File: src/rtl/sign_input_router_if.sv
// Host word stream and tagged field stream between the sign port and datapath.
interface sign_input_router_if #(
   parameter int W      = 64,
   parameter int ADDR_W = 10
);
   logic              valid_i;
   logic              ready_i;
   logic [W-1:0]      data_i;
   logic              fld_valid;
   logic              fld_ready;
   logic [2:0]        fld_sel;
   logic [ADDR_W-1:0] fld_addr;
   logic [W-1:0]      fld_data;

   modport master (
      output valid_i, data_i, fld_ready,
      input  ready_i, fld_valid, fld_sel, fld_addr, fld_data
   );

   modport slave (
      input  valid_i, data_i, fld_ready,
      output ready_i, fld_valid, fld_sel, fld_addr, fld_data
   );
endinterface

File: src/rtl/sign_input_router.sv
// Signing-mode input router: tags host words by field and index.
// Optional protocol checker: SIGN_INPUT_ROUTER_PROTO_CHECK_EN.
module sign_input_router #(
   parameter int W             = 64,
   parameter int HIGH_PERF     = 1,
   parameter int SEED_WORDS    = 4,
   parameter int S1_WORDS      = 48,
   parameter int S2_WORDS      = 48,
   parameter int T0_WORDS      = 208,
   parameter int ADDR_W        = 10,
   parameter int MAX_MSG_WORDS = 1023
) (
   input  logic                clk,
   input  logic                rst,
   input  logic                start,
   sign_input_router_if.slave  bus,
   output logic [31:0]         mlen_o,
   output logic                busy,
   output logic                done,
   output logic                err
);
   typedef enum logic [3:0] {
      S_IDLE, S_RHO, S_MLEN, S_TR, S_MSG,
      S_K, S_S1, S_S2, S_T0, S_DONE
   } state_t;

   state_t            state_q, state_d;
   logic [ADDR_W-1:0] ctr_q, ctr_d;
   logic [ADDR_W-1:0] msg_words_q, msg_words_d;
   logic [31:0]       mlen_q, mlen_d;

   logic              load;
   logic              acc;
   logic [2:0]        tag;
   logic [ADDR_W-1:0] fld_len;
   logic [ADDR_W-1:0] msg_calc;
   logic [34:0]       bits_w, q_w, words_w;
   logic              rem_w, ovf_w;

   function automatic state_t nxt(input state_t s);
      state_t n;
      n = S_DONE;
      if (HIGH_PERF != 0) begin
         unique case (s)
            S_RHO:   n = S_MLEN;
            S_MLEN:  n = S_TR;
            S_TR:    n = S_MSG;
            S_MSG:   n = S_K;
            S_K:     n = S_S1;
            S_S1:    n = S_S2;
            S_S2:    n = S_T0;
            default: n = S_DONE;
         endcase
      end else begin
         unique case (s)
            S_RHO:   n = S_K;
            S_K:     n = S_TR;
            S_TR:    n = S_S1;
            S_S1:    n = S_S2;
            S_S2:    n = S_T0;
            S_T0:    n = S_MLEN;
            S_MLEN:  n = S_MSG;
            default: n = S_DONE;
         endcase
      end
      return n;
   endfunction

   // Byte length to word count, rounded up; 35 bits cannot overflow
   assign bits_w  = {bus.data_i[31:0], 3'b000};
   assign q_w     = bits_w / 35'(W);
   assign rem_w   = (bits_w % 35'(W)) != 35'd0;
   assign words_w = q_w + 35'(rem_w);
   assign ovf_w   = words_w > 35'(MAX_MSG_WORDS);

   always_comb begin
      msg_calc = ADDR_W'(words_w);
      if (ovf_w) msg_calc = ADDR_W'(MAX_MSG_WORDS);
      else if (words_w == 35'd0) msg_calc = ADDR_W'(1);
   end

   always_comb begin
      state_d     = state_q;
      ctr_d       = ctr_q;
      mlen_d      = mlen_q;
      msg_words_d = msg_words_q;
      load        = 1'b0;
      tag         = 3'd0;
      fld_len     = ADDR_W'(1);
      unique case (state_q)
         S_IDLE: if (start) state_d = S_RHO;
         S_RHO: begin
            load = 1'b1; tag = 3'd0; fld_len = ADDR_W'(SEED_WORDS);
         end
         S_MLEN: begin
            load = 1'b1; tag = 3'd1; fld_len = ADDR_W'(1);
         end
         S_TR: begin
            load = 1'b1; tag = 3'd2; fld_len = ADDR_W'(SEED_WORDS);
         end
         S_MSG: begin
            load = 1'b1; tag = 3'd3; fld_len = msg_words_q;
         end
         S_K: begin
            load = 1'b1; tag = 3'd4; fld_len = ADDR_W'(SEED_WORDS);
         end
         S_S1: begin
            load = 1'b1; tag = 3'd5; fld_len = ADDR_W'(S1_WORDS);
         end
         S_S2: begin
            load = 1'b1; tag = 3'd6; fld_len = ADDR_W'(S2_WORDS);
         end
         S_T0: begin
            load = 1'b1; tag = 3'd7; fld_len = ADDR_W'(T0_WORDS);
         end
         S_DONE:  state_d = S_IDLE;
         default: state_d = S_IDLE;
      endcase
      acc = load & bus.valid_i & bus.fld_ready;
      if (acc) begin
         if (ctr_q == fld_len - ADDR_W'(1)) begin
            ctr_d   = '0;
            state_d = nxt(state_q);
         end else begin
            ctr_d = ctr_q + ADDR_W'(1);
         end
         if (state_q == S_MLEN) begin
            mlen_d      = bus.data_i[31:0];
            msg_words_d = msg_calc;
         end
      end
   end

   always_ff @(posedge clk or negedge rst) begin
      if (!rst) begin
         state_q     <= S_IDLE;
         ctr_q       <= '0;
         mlen_q      <= '0;
         msg_words_q <= '0;
      end else begin
         state_q     <= state_d;
         ctr_q       <= ctr_d;
         mlen_q      <= mlen_d;
         msg_words_q <= msg_words_d;
      end
   end

   assign bus.fld_valid = load & bus.valid_i;
   assign bus.ready_i   = load & bus.fld_ready;
   assign bus.fld_sel   = tag;
   assign bus.fld_addr  = load ? ctr_q : '0;
   assign bus.fld_data  = bus.data_i;
   assign mlen_o        = mlen_q;
   assign busy          = load;
   assign done          = state_q == S_DONE;

`ifdef SIGN_INPUT_ROUTER_PROTO_CHECK_EN
   logic err_q, err_d;

   always_comb begin
      err_d = err_q;
      if (bus.valid_i && (state_q == S_IDLE || state_q == S_DONE))
         err_d = 1'b1;
      if (start && load) err_d = 1'b1;
      if (acc && state_q == S_MLEN && ovf_w) err_d = 1'b1;
   end

   always_ff @(posedge clk or negedge rst) begin
      if (!rst) err_q <= 1'b0;
      else      err_q <= err_d;
   end

   assign err = err_q;
`else
   assign err = 1'b0;
`endif
endmodule

File: src/flat_wrapper.sv
// flat-port wrapper written by rule: the top's interface ports become plain ports
module sign_input_router_flat 
#(
   parameter int W             = 64,
   parameter int HIGH_PERF     = 1,
   parameter int SEED_WORDS    = 4,
   parameter int S1_WORDS      = 48,
   parameter int S2_WORDS      = 48,
   parameter int T0_WORDS      = 208,
   parameter int ADDR_W        = 10,
   parameter int MAX_MSG_WORDS = 1023
)
  (clk, rst, start, mlen_o, busy, done, err, bus_valid_i, bus_data_i, bus_fld_ready, bus_ready_i, bus_fld_valid, bus_fld_sel, bus_fld_addr, bus_fld_data);
  sign_input_router_if #(.W(W), .ADDR_W(ADDR_W)) bus_i ();
  input  logic clk;
  input  logic rst;
  input  logic start;
  output logic [31:0] mlen_o;
  output logic busy;
  output logic done;
  output logic err;
  input wire logic [$bits(bus_i.valid_i)-1:0] bus_valid_i;
  input wire logic [$bits(bus_i.data_i)-1:0] bus_data_i;
  input wire logic [$bits(bus_i.fld_ready)-1:0] bus_fld_ready;
  output wire logic [$bits(bus_i.ready_i)-1:0] bus_ready_i;
  output wire logic [$bits(bus_i.fld_valid)-1:0] bus_fld_valid;
  output wire logic [$bits(bus_i.fld_sel)-1:0] bus_fld_sel;
  output wire logic [$bits(bus_i.fld_addr)-1:0] bus_fld_addr;
  output wire logic [$bits(bus_i.fld_data)-1:0] bus_fld_data;
  assign bus_i.valid_i = bus_valid_i;
  assign bus_i.data_i = bus_data_i;
  assign bus_i.fld_ready = bus_fld_ready;
  assign bus_ready_i = bus_i.ready_i;
  assign bus_fld_valid = bus_i.fld_valid;
  assign bus_fld_sel = bus_i.fld_sel;
  assign bus_fld_addr = bus_i.fld_addr;
  assign bus_fld_data = bus_i.fld_data;
  sign_input_router #(.W(W), .HIGH_PERF(HIGH_PERF), .SEED_WORDS(SEED_WORDS), .S1_WORDS(S1_WORDS), .S2_WORDS(S2_WORDS), .T0_WORDS(T0_WORDS), .ADDR_W(ADDR_W), .MAX_MSG_WORDS(MAX_MSG_WORDS)) u_core (.clk(clk), .rst(rst), .start(start), .bus(bus_i), .mlen_o(mlen_o), .busy(busy), .done(done), .err(err));
endmodule
File: config.mk
export PLATFORM = sky130hd
export DESIGN_NAME = sign_input_router_flat
export DESIGN_NICKNAME = d
export VERILOG_FILES = /design/src/rtl/sign_input_router_if.sv /design/src/rtl/sign_input_router.sv /design/src/flat_wrapper.sv
export SDC_FILE = /design/constraint.sdc
export NUM_CORES = 1
export LEC_CHECK = 0
export CELL_PAD_IN_SITES_DETAIL_PLACEMENT = 1
export CELL_PAD_IN_SITES_GLOBAL_PLACEMENT = 1
export CORE_MARGIN = 4
export CORE_UTILIZATION = 31
export DETAILED_ROUTE_END_ITERATION = 16
export PLACE_DENSITY = 0.92
export SYNTH_ARGS = -nofsm -noshare
export SYNTH_HDL_FRONTEND = slang
export SYNTH_SLANG_ARGS = --single-unit
File: constraint.sdc
create_clock -name clk -period 4.4 [get_ports clk]
set_clock_uncertainty 0.1 [all_clocks]
set_input_delay 0.44 -clock clk [delete_from_list [all_inputs] [get_ports clk]]
set_output_delay 0.44 -clock clk [all_outputs]
set_load 0.02 [all_outputs]
==> out/metrics.csv, run 1 <==
metric;value;unit
R2R Setup Slk;360;ps
global-route wire length before repair;20.5;mm
Num CTS Buffers;5;
period utilisation layout;0.917;
Skew-Pair Late Insertion Delay;290;ps
count leader, synth;buf_4;
Slew Limit Fails;0;
max-cap viol count;0;
final setup vio count;0;
drt drc;0;
type of the worst setup path;reg -> reg;
Max FO, Critical Path;7;
Synth top cells by count;65 x buf_4, 56 x dfrtp_1, 34 x mux2_2;
routed wire length;12.7;mm
crit-path leading delay family;simple AND/OR/NAND/NOR gates;
root buffer selected by CTS;clkbuf_16;
nature of the critical path endpoint;flip-flop;
starting density of the core;0.323;
ys async rst share;1.00;
Yosys warning total;0;
initial antenna violation count;0;
Die Ht;124;um
Hold Fails Final Rpt;0;
Final nets;570;
Critical Path Source Type;flip-flop;
Most used DFF post-synth;dfrtp_1;
post-synth cell types;59;
post-synthesis sequential area ratio;0.338;
mapped cell area;4140;sq um
Clock Sink Count;56;
Cell Rows;41;
share of the synthesized area in the top cell type;0.338;
Post-Syn Instances;448;
power per cell area;548;nW/um^2
input/output buffers;117;
worst path cell trace;or4b_1 > o221ai_2 > ha_1 > inv_1 > a221oi_1 > xor3_1 > or4_4 > nor4_1 > mux2_2;
outcome;complete, no violations;
Fmax;0.248;GHz
Pre-Repair DR Iteration Count;4;
WL/cell;18.9;um
Vias;3573;
RSZ-0062 raised after global routing;false;
share of cells above drive strength 1;0.133;
CP max-delay cell;or4b_1;
CTS Hold Bufs;0;
die area;15300;sq um
Final Cell Area;5170;sq um
hold crit path type;in -> async;
detailed placement HPWL;9.81;mm
Yosys reg bits;56;
die width;124;um
Peak supply drop;0.000244;V
Final ANT Viol Nets;0;
Reg clk slew, reported paths;70;ps
IO Pins;183;
gr usage total;0.169;
min Tclk post-route;4040;ps
CTS tree;yes;
synthesized area per cell;9.24;sq um
CP Buf/Inv Count;1;
vias per inst;5.34;
Slew headroom;0.455;
core box area;12800;sq um
postcts setup bufs;0;
placed instance area;5020;sq um
P_leak;2.06;nW
max incr delay on CP;650;ps
Arr. time, crit path;4120;ps
# resized after CTS;0;
Synthesized Nets;521;
Synth area leaders;dfrtp_1 34%, buf_4 12%, mux2_2 9.2%;
htree depth;2;
largest area contributor in the netlist;dfrtp_1;
gpl congestion;0.880;
largest net degree at the start of global routing;57;
TNS Setup;0;ps
Iteration-0 DRC Markers;119;
CP required;4480;ps
Post-synth EDFFs;0;
Slew @ Worst Pin;812;ps
synthesis-to-layout area growth;24.9;%
vias in the first global route;3969;
antenna diode count;0;
Max Root-Sink Buffers;2;
total gr overflow;0;
==> cell families after synthesis <==
family	Yosys count	share of synthesized area
buf+inv	90	0.145
compound gates	72	0.116
fa+ha+maj	4	0.0121
xor+xnor	25	0.0565
other cells	1	0.000906
flops	56	0.338
simple gates	162	0.227
mux	38	0.103
==> power by group <==
part	total [mW]	internal, mW	switching, mW
sequential	0.855	0.708	0.148
combinational	1.55	0.725	0.829
clock	0.423	0.240	0.184
total	2.83	1.67	1.16
==> path summary, 6_finish.rpt <==
kind,startpoint,to,cells past startpoint
worst max-delay path,u_core.state_q[2]$_DFF_PN0_,u_core.state_q[2]$_DFF_PN0_,9
worst min-delay path,rst,u_core.mlen_o[14]$_DFFE_PN0P_,2
worst max register to register,u_core.state_q[2]$_DFF_PN0_,u_core.state_q[2]$_DFF_PN0_,9
worst min register to register,u_core.mlen_o[19]$_DFFE_PN0P_,u_core.mlen_o[19]$_DFFE_PN0P_,1
max in group asynchronous,rst,u_core.ctr_q[9]$_DFFE_PN0P_,2
min in group clk,u_core.mlen_o[19]$_DFFE_PN0P_,u_core.mlen_o[19]$_DFFE_PN0P_,1
==> routing by layer <==
| metal | global-route usage | vias up | routed length (um) | part of all wire |
|---|---|---|---|---|
| met2 | 0.305 | 134 | 6520 | 0.51 |
| met5 | 0 | - | 0 | 0 |
| met4 | 0.0540 | 0 | 221 | 0.017 |
| met1 | 0.191 | 1778 | 5020 | 0.40 |
| met3 | 0.0489 | 18 | 905 | 0.071 |
| li1 | - | 1643 | - | - |
==> metrics by stage <==
| stage | util | setup slack, ps | cells | power [mW] | hold WS, ps |
|---|---|---|---|---|---|
| 2_1_floorplan | - | 506 | 448 | 1.83 | 44.4 |
| 3_3_place_gp | 0.391 | 668 | 662 | 2.35 | 391 |
| 3_5_place_dp | 0.391 | 412 | 662 | 2.43 | 398 |
| 4_1_cts | 0.403 | 403 | 669 | 2.87 | 224 |
| 5_1_grt | 0.403 | 212 | 669 | 3.02 | 245 |
| 6_report | 0.403 | 363 | 669 | 2.83 | 185 |
==> layout make-up <==
type | instances | area [sq um]
multi-input cells | 302 | 2140
inverters | 5 | 18.8
fillers | 1475 | 7650
well taps | 172 | 215
flip-flops and latches | 56 | 1400
repair buffers | 127 | 1240
clock buffers | 7 | 153
==> worst reg2reg max path: stages (launching register included) <==
cell,delay [ps]
dfrtp_1,390
or4b_1,650
o221ai_2,180
ha_1,250
inv_1,50
a221oi_1,490
xor3_1,430
or4_4,560
nor4_1,430
mux2_2,390
==> flip-flops by register name (all words and copies together) (netlist names) <==
name                flops
u_core.ctr_q           10
u_core.msg_words_q     10
u_core.state_q          4
u_core.mlen_o          32
==> placed cells by master, fill, tap and decap left out, types with 10 or more instances in the layout <==
| cell | n |
|---|---|
| buf_4 | 10 |
| mux2_2 | 34 |
| nand2_1 | 26 |
| clkdlybuf4s50_1 | 116 |
| nor2_1 | 23 |
| a21oi_1 | 21 |
| dfrtp_1 | 56 |
| o21ai_0 | 17 |
| xor2_1 | 15 |
| and2_1 | 13 |
| nand3_1 | 24 |
Note: power is estimated with default switching activity, not from simulation.
==> inputs of run 2 (changes only) <==
ABC_AREA = 1   (was default)
CORE_UTILIZATION = 30   (was 31)
==> run 2 against run 1 <==
  * Worst hold slack lost 27 ps
  * Combinational power is 40% lower
  * Largest power group unchanged
  * Power shrank 30%
  * Largest cell class unchanged
  * Clock-buffer cell count shrank 2
==> out/metrics.csv, run 2 <==
metric;value;unit;change
Vias;4755;;was 3,573
vias in the first global route;4998;;was 3,969
root buffer selected by CTS;clkbuf_16;;unchanged
Pint;1.14;mW;was 1.67 mW
TNS Setup;0;ps;unchanged
Skew-Pair Late Insertion Delay;310;ps;was 290 ps
largest area contributor in the netlist;dfrtp_1;;unchanged
most common cell after layout, fill and taps aside;nand2_1;;was clkdlybuf4s50_1
type of the worst setup path;in -> reg;;was reg -> reg
mapped cell area;4650;sq um;was 4140 sq um
RSZ-0062 raised after global routing;false;;unchanged
Max Root-Sink Buffers;2;;unchanged
Peak supply drop;0.000184;V;was 0.000244 V
Critical Path Source Type;input port;;was flip-flop
global-route wire length before repair;24.4;mm;was 20.5 mm
switching share of power;0.424;;was 0.409
Hold Fails Final Rpt;0;;unchanged
starting density of the core;0.306;;was 0.323
Sequential Area;1400;sq um;unchanged
fillcell total;2005;;was 1,475
Iteration-0 DRC Markers;187;;was 119
Slew @ Worst Pin;741;ps;was 812 ps
largest net degree at the start of global routing;65;;was 57
synthesized area per cell;6.25;sq um;was 9.24 sq um
Most used DFF post-synth;dfrtp_1;;unchanged
min Tclk post-route;3260;ps;was 4040 ps
share of cells above drive strength 1;0.0453;;was 0.133
max-cap viol count;0;;unchanged
Yosys reg bits;56;;unchanged
count leader, synth;nand2_1;;was buf_4
ys async rst share;1.00;;unchanged
postcts setup bufs;0;;unchanged
Clock Sink Count;56;;unchanged
synthesis-to-layout area growth;21.9;%;was 24.9%
post-synth cell types;33;;was 59
Cell Rows;45;;was 41
WHS;158;ps;was 185 ps
htree depth;2;;unchanged
Tot Pwr;1.97;mW;was 2.83 mW
# resized after CTS;0;;unchanged
Final ANT Viol Nets;0;;unchanged
Slew Limit Fails;0;;unchanged
nature of the critical path endpoint;flip-flop;;unchanged
CTS Hold Bufs;0;;unchanged
Synthesized Nets;817;;was 521
initial antenna violation count;0;;unchanged
core box area;15200;sq um;was 12,800 sq um
Flop pwr share;0.319;;was 0.302
Yosys warning total;0;;unchanged
Die Ht;133;um;was 124 um
max reg flops;32;;unchanged
Synth area leaders;dfrtp_1 30%, nand2_1 20%, buf_4 10%;;was dfrtp_1 34%, buf_4 12%, mux2_2 9.2%
outcome;complete, no violations;;unchanged
Synth top cells by count;249 x nand2_1, 94 x inv_1, 79 x nor2_1;;was 65 x buf_4, 56 x dfrtp_1, 34 x mux2_2
P_leak;2.78;nW;was 2.06 nW
Num CTS Buffers;5;;unchanged
period utilisation layout;0.741;;was 0.917
detailed placement HPWL;12.2;mm;was 9.81 mm
share of the synthesized area in the top cell type;0.301;;was 0.338
Post-synth EDFFs;0;;unchanged
Slew headroom;0.506;;was 0.455
Reg clk slew, reported paths;80;ps;was 70 ps
power per cell area;348;nW/um^2;was 548 nW/um^2
Max FO, Critical Path;5;;was 7
Post-Syn Instances;744;;was 448
post-layout util;0.373;;was 0.403
most frequent cells in the layout;249 x nand2_1, 116 x clkdlybuf4s50_1, 94 x inv_1;;was 116 x clkdlybuf4s50_1, 56 x dfrtp_1, 34 x mux2_2
die width;133;um;was 124 um
final setup vio count;0;;unchanged
IO Pins;183;;unchanged
Final nets;868;;was 570
input/output buffers;117;;unchanged
clock power share;0.207;;was 0.149
Arr. time, crit path;3310;ps;was 4120 ps
Pre-Repair DR Iteration Count;4;;unchanged
Combinational Power Share;0.474;;was 0.549
total gr overflow;0;;unchanged
DP Worst Slack;779;ps;was 412 ps
vias per inst;4.84;;was 5.34
CTS tree;yes;;unchanged
post-synthesis sequential area ratio;0.301;;was 0.338
net switching power;837;uW;was 1.16 mW
routed wire length;14.9;mm;was 12.7 mm
multi-input logic area;2340;sq um;was 2140 sq um
hold crit path type;in -> async;;unchanged
Final WS setup;1140;ps;was 363 ps
drt drc;0;;unchanged
gpl congestion;0.944;;was 0.880
Fmax;0.307;GHz;was 0.248 GHz
antenna diode count;0;;unchanged
WL/cell;15.1;um;was 18.9 um
die area;17600;sq um;was 15,300 sq um
CP required;4450;ps;was 4480 ps
gr usage total;0.169;;about the same
==> run 2: cell families (layout without fill, tap and decap cells) <==
family / Yosys count / after routing / share of synthesized area
and+or+nand+nor: 443 / 443 / 0.404
buffers and inverters: 173 / 224 / 0.195
DFF: 56 / 56 / 0.301
AOI/OAI and AO/OA: 52 / 52 / 0.0600
xor gates and xnor gates: 15 / 15 / 0.0282
adders and majority gates: 4 / 4 / 0.0108
other: 1 / 1 / 0.000806
==> run 2: final cells by class <==
class	instances	area share
inverters	98	0.0649
multi-input cells	515	0.414
clock inverters	2	0.00221
repair buffers	119	0.208
clock buffers	5	0.0221
well taps	188	0.0415
flip-flops and latches	56	0.247
==> run 2: path summary, 6_finish.rpt <==
kind	from	end	slack, ps	depth (start not counted)
max	bus_data_i[1]	u_core.msg_words_q[7]$_DFFE_PN0P_	1140	17
min	rst	u_core.ctr_q[2]$_DFFE_PN0P_	160	2
max reg2reg	u_core.state_q[0]$_DFF_PN0_	u_core.msg_words_q[7]$_DFFE_PN0P_	1140	11
min reg2reg	u_core.mlen_o[9]$_DFFE_PN0P_	u_core.mlen_o[9]$_DFFE_PN0P_	380	2
max in group asynchronous	rst	u_core.mlen_o[5]$_DFFE_PN0P_	3530	2
min in group clk	u_core.mlen_o[9]$_DFFE_PN0P_	u_core.mlen_o[9]$_DFFE_PN0P_	380	2
==> run 2: per-layer routing <==
| metal | track usage | routed length [um] | share of wire | vias to the layer above |
|---|---|---|---|---|
| met1 | 0.197 | 6360 | 0.43 | 2261 |
| met5 | 0 | 0 | 0 | - |
| met3 | 0.0392 | 714 | 0.048 | 28 |
| met2 | 0.303 | 7370 | 0.50 | 125 |
| li1 | - | - | - | 2341 |
| met4 | 0.0589 | 404 | 0.027 | 0 |
==> run 2: critical path, cell delays in order <==
cell and delay (ps):
clkdlybuf4s50_1 500, or3_1 130, ha_1 230, ha_1 230, nand2_1 110, nor2_2 170, nand2_1 150, nor2_1 180
nand2_1 100, xor2_1 170, or2_0 210, nor2_1 90, nand3_1 110, nor2_2 210, nand2_1 80, nand2_1 70
o21ai_0 140
==> run 2: metrics by stage <==
| step | instance area (sq um) | instances |
|---|---|---|
| final | 5670 | 983 |
| after floorplan | 4650 | 744 |
| after detailed placement | 5530 | 976 |
| after global placement | 5530 | 976 |
| after global routing | 5670 | 983 |
| after CTS | 5670 | 983 |
==> run 2: power groups by stage <==
| stage | clock, mW | combinational [mW] | sequential (mW) |
|---|---|---|---|
| floorplan | 0 | 0.658 | 0.618 |
| global placement | 0 | 0.907 | 0.637 |
| detailed placement | 0 | 0.944 | 0.641 |
| CTS | 0.426 | 0.947 | 0.631 |
| global route | 0.445 | 1.05 | 0.640 |
| finish | 0.409 | 0.936 | 0.630 |
